<file path="src/rtl/uart_rx_cfg.sv">
// Runtime-configurable UART receiver: 5-8 data bits, none/odd/even parity, 1/2 stop bits.
// Oversampled at OS ticks per bit with a 3-sample majority vote around mid-bit.
module uart_rx_cfg #(
  parameter int DIV_W       = 16,
  parameter int OS          = 16,
  parameter int SYNC_STAGES = 2
) (
  input  logic             clk,
  input  logic             rst,
  input  logic             rx,
  input  logic [DIV_W-1:0] baud_div,
  input  logic [1:0]       cfg_data_bits,
  input  logic [1:0]       cfg_parity,
  input  logic             cfg_stop2,
  output logic [7:0]       data_out,
  output logic             data_valid,
  output logic             parity_err,
  output logic             frame_err,
  output logic             break_det,
  output logic             busy
);

  localparam int OS_W = $clog2(OS);
  localparam logic [OS_W-1:0] SMP_A   = OS_W'(OS / 2 - 1);
  localparam logic [OS_W-1:0] SMP_B   = OS_W'(OS / 2);
  localparam logic [OS_W-1:0] SMP_V   = OS_W'(OS / 2 + 1);
  localparam logic [OS_W-1:0] BIT_END = OS_W'(OS - 1);

  typedef enum logic [2:0] {
    S_IDLE, S_START, S_DATA, S_PARITY, S_STOP1, S_STOP2
  } state_t;

  state_t                 state_q, state_d;
  logic [SYNC_STAGES-1:0] sync_q, sync_d;
  logic                   prev_q, prev_d;
  logic [DIV_W-1:0]       div_cnt_q, div_cnt_d;
  logic [OS_W-1:0]        os_cnt_q, os_cnt_d;
  logic [DIV_W-1:0]       baud_q, baud_d;
  logic [1:0]             db_q, db_d;
  logic [1:0]             par_q, par_d;
  logic                   stop2_q, stop2_d;
  logic [2:0]             bit_idx_q, bit_idx_d;
  logic [7:0]             shreg_q, shreg_d;
  logic                   samp_a_q, samp_a_d;
  logic                   samp_b_q, samp_b_d;
  logic                   vote_q, vote_d;
  logic                   par_acc_q, par_acc_d;
  logic                   zero_q, zero_d;
  logic                   perr_pend_q, perr_pend_d;
  logic                   ferr_pend_q, ferr_pend_d;
  logic [7:0]             data_out_q, data_out_d;
  logic                   data_valid_q, data_valid_d;
  logic                   parity_err_q, parity_err_d;
  logic                   frame_err_q, frame_err_d;
  logic                   break_det_q, break_det_d;
  logic                   busy_q, busy_d;

  logic rx_s, fall, tick, at_a, at_b, at_v, at_end, vote_now, par_en, last_bit;
  logic fin, fin_ferr;

  assign rx_s     = sync_q[SYNC_STAGES-1];
  assign fall     = prev_q & ~rx_s;
  assign tick     = (state_q != S_IDLE) && (div_cnt_q == baud_q);
  assign at_a     = tick && (os_cnt_q == SMP_A);
  assign at_b     = tick && (os_cnt_q == SMP_B);
  assign at_v     = tick && (os_cnt_q == SMP_V);
  assign at_end   = tick && (os_cnt_q == BIT_END);
  // Third sample is the live synchronised line, so the vote is usable on the SMP_V tick itself.
  assign vote_now = (samp_a_q & samp_b_q) | (samp_a_q & rx_s) | (samp_b_q & rx_s);
  assign par_en   = par_q[0] ^ par_q[1];
  assign last_bit = (bit_idx_q == (3'd4 + {1'b0, db_q}));

  always_comb begin
    state_d      = state_q;
    if (SYNC_STAGES > 1) sync_d = {sync_q[SYNC_STAGES-2:0], rx};
    else                 sync_d = rx;
    prev_d       = rx_s;
    div_cnt_d    = div_cnt_q;
    os_cnt_d     = os_cnt_q;
    baud_d       = baud_q;
    db_d         = db_q;
    par_d        = par_q;
    stop2_d      = stop2_q;
    bit_idx_d    = bit_idx_q;
    shreg_d      = shreg_q;
    samp_a_d     = samp_a_q;
    samp_b_d     = samp_b_q;
    vote_d       = vote_q;
    par_acc_d    = par_acc_q;
    zero_d       = zero_q;
    perr_pend_d  = perr_pend_q;
    ferr_pend_d  = ferr_pend_q;
    data_out_d   = data_out_q;
    data_valid_d = 1'b0;
    parity_err_d = parity_err_q;
    frame_err_d  = frame_err_q;
    break_det_d  = break_det_q;
    fin          = 1'b0;
    fin_ferr     = 1'b0;

    if (state_q == S_IDLE) begin
      div_cnt_d = '0;
      os_cnt_d  = '0;
    end else if (tick) begin
      div_cnt_d = '0;
      os_cnt_d  = at_end ? '0 : os_cnt_q + OS_W'(1);
    end else begin
      div_cnt_d = div_cnt_q + DIV_W'(1);
    end

    if (at_a) samp_a_d = rx_s;
    if (at_b) samp_b_d = rx_s;
    if (at_v) vote_d   = vote_now;

    case (state_q)
      S_IDLE: begin
        if (fall) begin
          state_d     = S_START;
          baud_d      = baud_div;
          db_d        = cfg_data_bits;
          par_d       = cfg_parity;
          stop2_d     = cfg_stop2;
          bit_idx_d   = '0;
          shreg_d     = '0;
          par_acc_d   = 1'b0;
          zero_d      = 1'b1;
          perr_pend_d = 1'b0;
          ferr_pend_d = 1'b0;
        end
      end
      S_START: begin
        if (at_end) state_d = vote_q ? S_IDLE : S_DATA;
      end
      S_DATA: begin
        if (at_end) begin
          shreg_d[bit_idx_q] = vote_q;
          par_acc_d          = par_acc_q ^ vote_q;
          if (vote_q) zero_d = 1'b0;
          if (last_bit) state_d = par_en ? S_PARITY : S_STOP1;
          else          bit_idx_d = bit_idx_q + 3'd1;
        end
      end
      S_PARITY: begin
        if (at_end) begin
          // Odd mode wants an odd total of ones, even mode an even total.
          perr_pend_d = (par_q == 2'b01) ? ~(par_acc_q ^ vote_q) : (par_acc_q ^ vote_q);
          if (vote_q) zero_d = 1'b0;
          state_d = S_STOP1;
        end
      end
      S_STOP1: begin
        if (stop2_q) begin
          if (at_end) begin
            if (!vote_q) ferr_pend_d = 1'b1;
            state_d = S_STOP2;
          end
        end else if (at_v) begin
          fin      = 1'b1;
          fin_ferr = ~vote_now;
        end
      end
      S_STOP2: begin
        if (at_v) begin
          fin      = 1'b1;
          fin_ferr = ferr_pend_q | ~vote_now;
        end
      end
      default: state_d = S_IDLE;
    endcase

    // Finishing on the last mid-bit vote leaves half a stop bit of slack for the next start edge.
    if (fin) begin
      state_d      = S_IDLE;
      data_valid_d = 1'b1;
      data_out_d   = shreg_q;
      parity_err_d = perr_pend_q;
      frame_err_d  = fin_ferr;
      break_det_d  = fin_ferr & zero_q;
    end

    busy_d = (state_d != S_IDLE);
  end

  always_ff @(posedge clk or negedge rst) begin
    if (!rst) begin
      state_q      <= S_IDLE;
      sync_q       <= '1;
      prev_q       <= 1'b1;
      div_cnt_q    <= '0;
      os_cnt_q     <= '0;
      baud_q       <= '0;
      db_q         <= '0;
      par_q        <= '0;
      stop2_q      <= 1'b0;
      bit_idx_q    <= '0;
      shreg_q      <= '0;
      samp_a_q     <= 1'b0;
      samp_b_q     <= 1'b0;
      vote_q       <= 1'b0;
      par_acc_q    <= 1'b0;
      zero_q       <= 1'b0;
      perr_pend_q  <= 1'b0;
      ferr_pend_q  <= 1'b0;
      data_out_q   <= '0;
      data_valid_q <= 1'b0;
      parity_err_q <= 1'b0;
      frame_err_q  <= 1'b0;
      break_det_q  <= 1'b0;
      busy_q       <= 1'b0;
    end else begin
      state_q      <= state_d;
      sync_q       <= sync_d;
      prev_q       <= prev_d;
      div_cnt_q    <= div_cnt_d;
      os_cnt_q     <= os_cnt_d;
      baud_q       <= baud_d;
      db_q         <= db_d;
      par_q        <= par_d;
      stop2_q      <= stop2_d;
      bit_idx_q    <= bit_idx_d;
      shreg_q      <= shreg_d;
      samp_a_q     <= samp_a_d;
      samp_b_q     <= samp_b_d;
      vote_q       <= vote_d;
      par_acc_q    <= par_acc_d;
      zero_q       <= zero_d;
      perr_pend_q  <= perr_pend_d;
      ferr_pend_q  <= ferr_pend_d;
      data_out_q   <= data_out_d;
      data_valid_q <= data_valid_d;
      parity_err_q <= parity_err_d;
      frame_err_q  <= frame_err_d;
      break_det_q  <= break_det_d;
      busy_q       <= busy_d;
    end
  end

  assign data_out   = data_out_q;
  assign data_valid = data_valid_q;
  assign parity_err = parity_err_q;
  assign frame_err  = frame_err_q;
  assign break_det  = break_det_q;
  assign busy       = busy_q;

endmodule

</file>
<file path="config.mk">
export PLATFORM = sky130hd
export DESIGN_NAME = uart_rx_cfg
export DESIGN_NICKNAME = d
export VERILOG_FILES = /design/src/rtl/uart_rx_cfg.sv
export SDC_FILE = /design/constraint.sdc
export NUM_CORES = 1
export LEC_CHECK = 0
export CAP_MARGIN = 10
export CORE_ASPECT_RATIO = 1.1
export CORE_MARGIN = 2
export CORE_UTILIZATION = 58
export CTS_CLUSTER_DIAMETER = 150
export CTS_CLUSTER_SIZE = 14
export DETAILED_ROUTE_END_ITERATION = 8
export PLACE_DENSITY = 0.81
export SETUP_SLACK_MARGIN = 0.15
export SLEW_MARGIN = 20
export SYNTH_ARGS = -nofsm -noshare
export SYNTH_HDL_FRONTEND = slang
export SYNTH_SLANG_ARGS = --single-unit
</file>
<file path="constraint.sdc">
create_clock -name clk -period 4.74 [get_ports clk]
set_clock_uncertainty 0.1 [all_clocks]
set_input_delay 0.948 -clock clk [delete_from_list [all_inputs] [get_ports clk]]
set_output_delay 0.948 -clock clk [all_outputs]
set_load 0.05 [all_outputs]
</file>
Word-level counts from Yosys, hierarchy flattened:

Index checks and enable logic that the tools add are counted.

* add/sub/neg operators: 4
* magnitude comparators: 2
* equality and inequality tests: 21
* multiplexer cells: 48
* bitwise logic cells: 13
* reduce and logical (&&, ||, !) cells: 21

Operators by type and width (number)
* $mux 3: 12
* $mux 16: 2
* $pmux 3 s6: 1
* $mux 1: 17
* $add 16x1->16 const B: 1
* $eq 16x16->1: 1
* $mux 8: 2
* $pmux 8 s2: 1
* $ne 2x2->1 const B: 7
* $eq 4x4->1 const B: 3
* $mux 4: 3
* $pmux 1 s2: 6
* $reduce_bool 2->1: 5
* $bwmux 8: 1
* $reduce_and 4->1: 2
* $eq 3x2->1 const B: 2
* $eq 3x3->1 const B: 2
* $logic_and 1x1->1: 6
* $pmux 3 s2: 1
* $reduce_and 3->1: 2
* $reduce_bool 3->1: 2
* $and 1x1->1: 5
* $reduce_and 5->1: 1
* $add 4x1->4 const B: 1
* 17 further kinds: 23

* bits in registers: 78
* input bits: 24
* output and inout bits: 13
* logic and storage cells: 133

Logic depth before layout (Yosys ltp):

* depth after elaboration: 8
* depth in mapped cells: 8

Worst setup path after synthesis:

No wires, ideal clock.

* path type: register to register
* from: register div_cnt_q[2]
* to: register samp_a_q
* setup time: 0.125 ns
* arrival: 1.764 ns
* slack: 2.752 ns
* stages on the path, launching flop included: 8
* cell sequence: dfrtp_1 -> xnor2_1 -> nand4_1 -> nor4_2 -> buf_6 -> nand2_1 -> nor3_1 -> mux2_2

* word-level cells in the longest chain between the ends: 3

Ends and longest elaborated chain
* start: declaration: line 36 `logic [DIV_W-1:0] div_cnt_q, div_cnt_d;`
* start signal: assignment: line 214 `div_cnt_q <= div_cnt_d;`
* $eq 16x16->1: line 63 `assign tick = (state_q != S_IDLE) && (div_cnt_q == baud_q);`
* $logic_and 1x1->1: line 63
* $logic_and 1x1->1: line 64 `assign at_a = tick && (os_cnt_q == SMP_A);`
* end signal: assignment: line 222 `samp_a_q <= samp_a_d;`
* end: declaration: line 44 `logic samp_a_q, samp_a_d;`

No other way between the ends.
A chain may end at the register's enable or synchronous reset.

Final worst setup path:

* from: register state_q[0]
* to: register shreg_q[1]

* word-level cells in the longest chain between the ends: 5
* elaborated cells on any way between the ends: 10
* classes of those cells: eq/ne: 3; mux: 1; reduce/logical: 6

Ends and longest elaborated chain
* start: declaration: line 33 `state_t state_q, state_d;`
* start signal: assignment: line 211 `state_q <= state_d;`
* $reduce_bool 3->1: line 63
* $logic_and 1x1->1: line 63
* $logic_and 1x1->1: line 67 `assign at_end = tick && (os_cnt_q == BIT_END);`
* $ne 2x2->1 (no line)
* $reduce_and 3->1 (no line)
* end signal: assignment: line 221 `shreg_q <= shreg_d;`
* end: declaration: line 43 `logic [7:0] shreg_q, shreg_d;`

Parallel ways exist; a longest one is shown, timed or not.

==> impl_metrics.sql <==
INSERT INTO impl_metrics (metric_group, metric, value, unit) VALUES
('run_status', 'run_status', 'complete, no violations', ''),
('cts', 'cts_htree_levels', '3', ''),
('synthesis', 'synth-warning-count', '0', ''),
('drt', 'detailroute.wirelength.met2', '3.609', 'mm'),
('timing', 'timing_max_transition_violations_final', '0', ''),
('worst_setup_path', 'critPathMaxStageDelay', '0.67', 'ns'),
('die', 'rows', '30', ''),
('timing', 'slew_headroom', '37.43', '%'),
('drt', 'detail_route.first_pass.iterations', '4', ''),
('place', 'place_hpwl', '5.056', 'mm'),
('synthesis', 'postSynth.topFlopCell', 'sky130_fd_sc_hd__dfrtp_1', ''),
('synthesis', 'postSynth.asyncResetShare', '100.0', '%'),
('synthesis', 'yosysSeqAreaShare', '53.53', '%'),
('timing', 'final_critical_path_setup_slack', '2.085', 'ns'),
('timing', 'setup_violations', '0', ''),
('timing', 'rsz0062_at_grt', 'no', ''),
('power_and_ir_drop', 'power.static_leakage', '1.977', 'nW'),
('power_and_ir_drop', 'cellPowerDensity', '420.1', 'nW/um2'),
('cells_and_area', 'layout-drive-gt1-share', '9.709', '%'),
('die', 'floorplan.initialDensity', '59.71', '%'),
('drt', 'met1Wirelength', '3.326', 'mm'),
('place', 'post_dp_cell_area', '4058', 'um2'),
('place', 'pre_cts_ws', '2.156', 'ns'),
('drt', 'final_antenna_net_count', '0', ''),
('cts', 'cts_resized', '0', ''),
('cells_and_area', 'number_of_diodes_added_for_antenna_fixing', '0', ''),
('global_route', 'grtUsageTotal', '24.16', '%'),
('die', 'die-width', '79.68', 'um'),
('drt', 'wl_met3', '283', 'um'),
('global_route', 'grt_max_degree', '79', ''),
('synthesis', 'synth_cell_type_count', '37', ''),
('cells_and_area', 'finish.instance_area', '4328', 'um2'),
('power_and_ir_drop', 'p_sw', '0.0005011', 'W'),
('cells_and_area', 'fin_cells', '492', ''),
('worst_setup_path', 'end_of_the_worst_register_to_register_path', 'shreg_q[1]', ''),
('timing', 'fmax', '0.3766', 'GHz'),
('die', 'floorplan.core_area', '6118', 'um2'),
('synthesis', 'synth.net_count', '403', ''),
('cts', 'tritoncts.num_buffers', '9', ''),
('drt', 'drc_violations_left', '0', ''),
('drt', 'routed_wire_length_per_instance', '15.06', 'um'),
('cts', 'cts-root-buf', 'sky130_fd_sc_hd__clkbuf_8', ''),
('worst_setup_path', 'critical_path_required', '4.86', 'ns'),
('worst_setup_path', 'startpoint_type', 'flip-flop', ''),
('power_and_ir_drop', 'clock_power_share', '36.2', '%'),
('global_route', 'global_route.overflow_total', '0', ''),
('synthesis', 'post_synth_inst_count', '373', ''),
('drt', 'initialDrtViolationCount', '280', ''),
('cts', 'cts.sinks', '78', ''),
('worst_setup_path', 'worstRegToRegCells', '7', ''),
('cts', 'post_cts_hold_buffer_count', '0', ''),
('worst_setup_path', 'timing.critical_path.to_type', 'flip-flop', ''),
('global_route', 'number_of_antenna_violations_at_the_first_check_in_global_routing', '0', ''),
('place', 'dp.cells', '476', ''),
('hold_path', 'hp-class', 'flip-flop to flip-flop', ''),
('cts', 'clk_pin_slew', '0.08', 'ns'),
('power_and_ir_drop', 'power.share.switching', '27.56', '%'),
('drt', 'routed_via_density', '5.553', ''),
('hold_path', 'hold-path-cell-count', '0', ''),
('die', 'die_y', '87.24', 'um'),
('timing', 'post-route-period-util', '56.02', '%'),
('worst_setup_path', 'crit_path_max_fanout', '17', ''),
('global_route', 'grt_pass1_vias', '2774', ''),
('power_and_ir_drop', 'vdd_ir_drop_max', '0.2942', 'mV'),
('synthesis', 'edff_count_synth', '0', ''),
('drt', 'postRouteWirelength', '7.411', 'mm'),
('place', 'place.port_buffers', '36', ''),
('cts', 'post_cts_setup_driven_buffer_insertion_count', '0', ''),
('timing', 'finalSetupTns', '0', 'ns'),
('worst_setup_path', 'cp.arrival', '2.77', 'ns'),
('place', 'gp_congestion', '0.9056', '');
==> metrics by stage <==
step	utilization [%]	power, W
3_5_place_dp	66.32	0.001175
3_3_place_gp	66.32	0.001162
4_1_cts	70.74	0.001829
5_1_grt	70.74	0.001919
2_1_floorplan	-	0.001069
6_report	70.74	0.001818
==> how the worst max path moves through the flow <==
stage | from | to | slack [ns] | depth (start not counted)
3_5_place_dp | state_q[0] | par_acc_q | 2.16 | 7
4_1_cts | state_q[0] | shreg_q[1] | 2.09 | 7
2_1_floorplan | div_cnt_q[2] | samp_a_q | 2.75 | 7
6_report | state_q[0] | shreg_q[1] | 2.08 | 7
5_1_grt | state_q[0] | shreg_q[7] | 1.90 | 7
3_3_place_gp | div_cnt_q[7] | shreg_q[2] | 2.30 | 7
==> logic make-up (layout without fill, tap and decap cells) <==
family | Yosys count | count (layout) | synth area share, %
and+or+nand+nor | 160 | 160 | 19.52
DFF | 78 | 78 | 53.53
AOI/OAI and AO/OA | 49 | 49 | 7.911
xor gates and xnor gates | 36 | 36 | 8.630
buffers and inverters | 27 | 66 | 3.253
muxes | 16 | 16 | 4.829
adders and majority gates | 7 | 7 | 2.329
==> cell usage after synthesis, types with 3 or more instances <==
library cell / number / area (um2)
sky130_fd_sc_hd__nor2_1: 30 / 112.6
sky130_fd_sc_hd__nor2b_1: 3 / 18.77
sky130_fd_sc_hd__mux2i_1: 3 / 30.03
sky130_fd_sc_hd__o21ai_0: 22 / 110.1
sky130_fd_sc_hd__dfstp_2: 3 / 78.83
sky130_fd_sc_hd__xor2_1: 12 / 105.1
sky130_fd_sc_hd__a31oi_1: 9 / 56.30
sky130_fd_sc_hd__xnor2_1: 24 / 210.2
sky130_fd_sc_hd__dfrtp_1: 75 / 1877
sky130_fd_sc_hd__nor3_1: 5 / 25.02
sky130_fd_sc_hd__o31ai_1: 4 / 30.03
sky130_fd_sc_hd__mux2_2: 13 / 146.4
sky130_fd_sc_hd__a21oi_1: 7 / 35.03
sky130_fd_sc_hd__ha_1: 6 / 75.07
sky130_fd_sc_hd__nand4_1: 9 / 56.30
sky130_fd_sc_hd__nand2_1: 86 / 322.8
sky130_fd_sc_hd__clkbuf_1: 11 / 41.29
sky130_fd_sc_hd__nand3_1: 12 / 60.06
sky130_fd_sc_hd__inv_1: 12 / 45.04
sky130_fd_sc_hd__and3_1: 5 / 31.28
==> metal layers <==
| metal | vias to the layer above | GRT usage (%) |
|---|---|---|
| met5 | - | 0 |
| met4 | 0 | 11.29 |
| met3 | 20 | 4.668 |
| met2 | 72 | 38.43 |
| met1 | 1323 | 32.13 |
| li1 | 1317 | - |
==> cell type report <==
class / count / area (um2)
clock buffer: 9 / 123.9
clock inverter: 7 / 146.4
fill: 459 / 1790
inverter: 12 / 45.04
multi-input combinational: 268 / 1584
sequential: 78 / 1956
tap: 80 / 100.1
timing repair buffer: 38 / 372.9
==> power by group through the flow <==
stage          logic, W  clock network [W]  registers [W]
4_1_cts        0.000307           0.000663       0.000859
3_3_place_gp   0.000294                  0       0.000868
2_1_floorplan  0.000219                  0       0.000850
5_1_grt        0.000354           0.000692       0.000872
6_report       0.000301           0.000657       0.000859
3_5_place_dp   0.000304                  0       0.000870
==> critical path, delay by kind of cell, from the launching register on <==
| kind | cells | cell delay (ns) |
|---|---|---|
| DFF | 1 | 0.46 |
| AOI/OAI and AO/OA | 3 | 0.58 |
| and+or+nand+nor | 2 | 0.83 |
| buffers and inverters | 2 | 0.53 |
==> cells in the final DEF, fill, tap and decap left out, types with 2 or more instances in the layout <==
master	instances
sky130_fd_sc_hd__bufinv_16	4
sky130_fd_sc_hd__clkbuf_8	9
sky130_fd_sc_hd__nor2b_1	3
sky130_fd_sc_hd__nor3_1	5
sky130_fd_sc_hd__clkinv_4	3
sky130_fd_sc_hd__mux2_2	13
sky130_fd_sc_hd__a21oi_1	7
sky130_fd_sc_hd__buf_4	3
sky130_fd_sc_hd__o2111ai_1	2
sky130_fd_sc_hd__and2_1	2
sky130_fd_sc_hd__a21boi_0	2
sky130_fd_sc_hd__xor2_1	12
sky130_fd_sc_hd__ha_1	6
sky130_fd_sc_hd__a31oi_1	9
sky130_fd_sc_hd__xnor2_1	24
sky130_fd_sc_hd__nand3_1	12
sky130_fd_sc_hd__mux2i_1	3
sky130_fd_sc_hd__clkdlybuf4s50_1	35
sky130_fd_sc_hd__o31ai_1	4
sky130_fd_sc_hd__nor2_1	30
sky130_fd_sc_hd__nand4_1	9
sky130_fd_sc_hd__and3_1	5
sky130_fd_sc_hd__dfstp_2	3
sky130_fd_sc_hd__nand2_1	86
sky130_fd_sc_hd__inv_1	12
sky130_fd_sc_hd__o21ai_0	22
sky130_fd_sc_hd__dfrtp_1	75
==> registers in the layout (all words and copies together), names as in the netlist, 2 cells and up <==
name and flops:
shreg_q 8, data_out 8, state_q 3, div_cnt_q 16
baud_q 16, sync_q 2, os_cnt_q 4, par_q 2
bit_idx_q 3, db_q 2
Note: power is estimated with default switching activity, not from simulation.
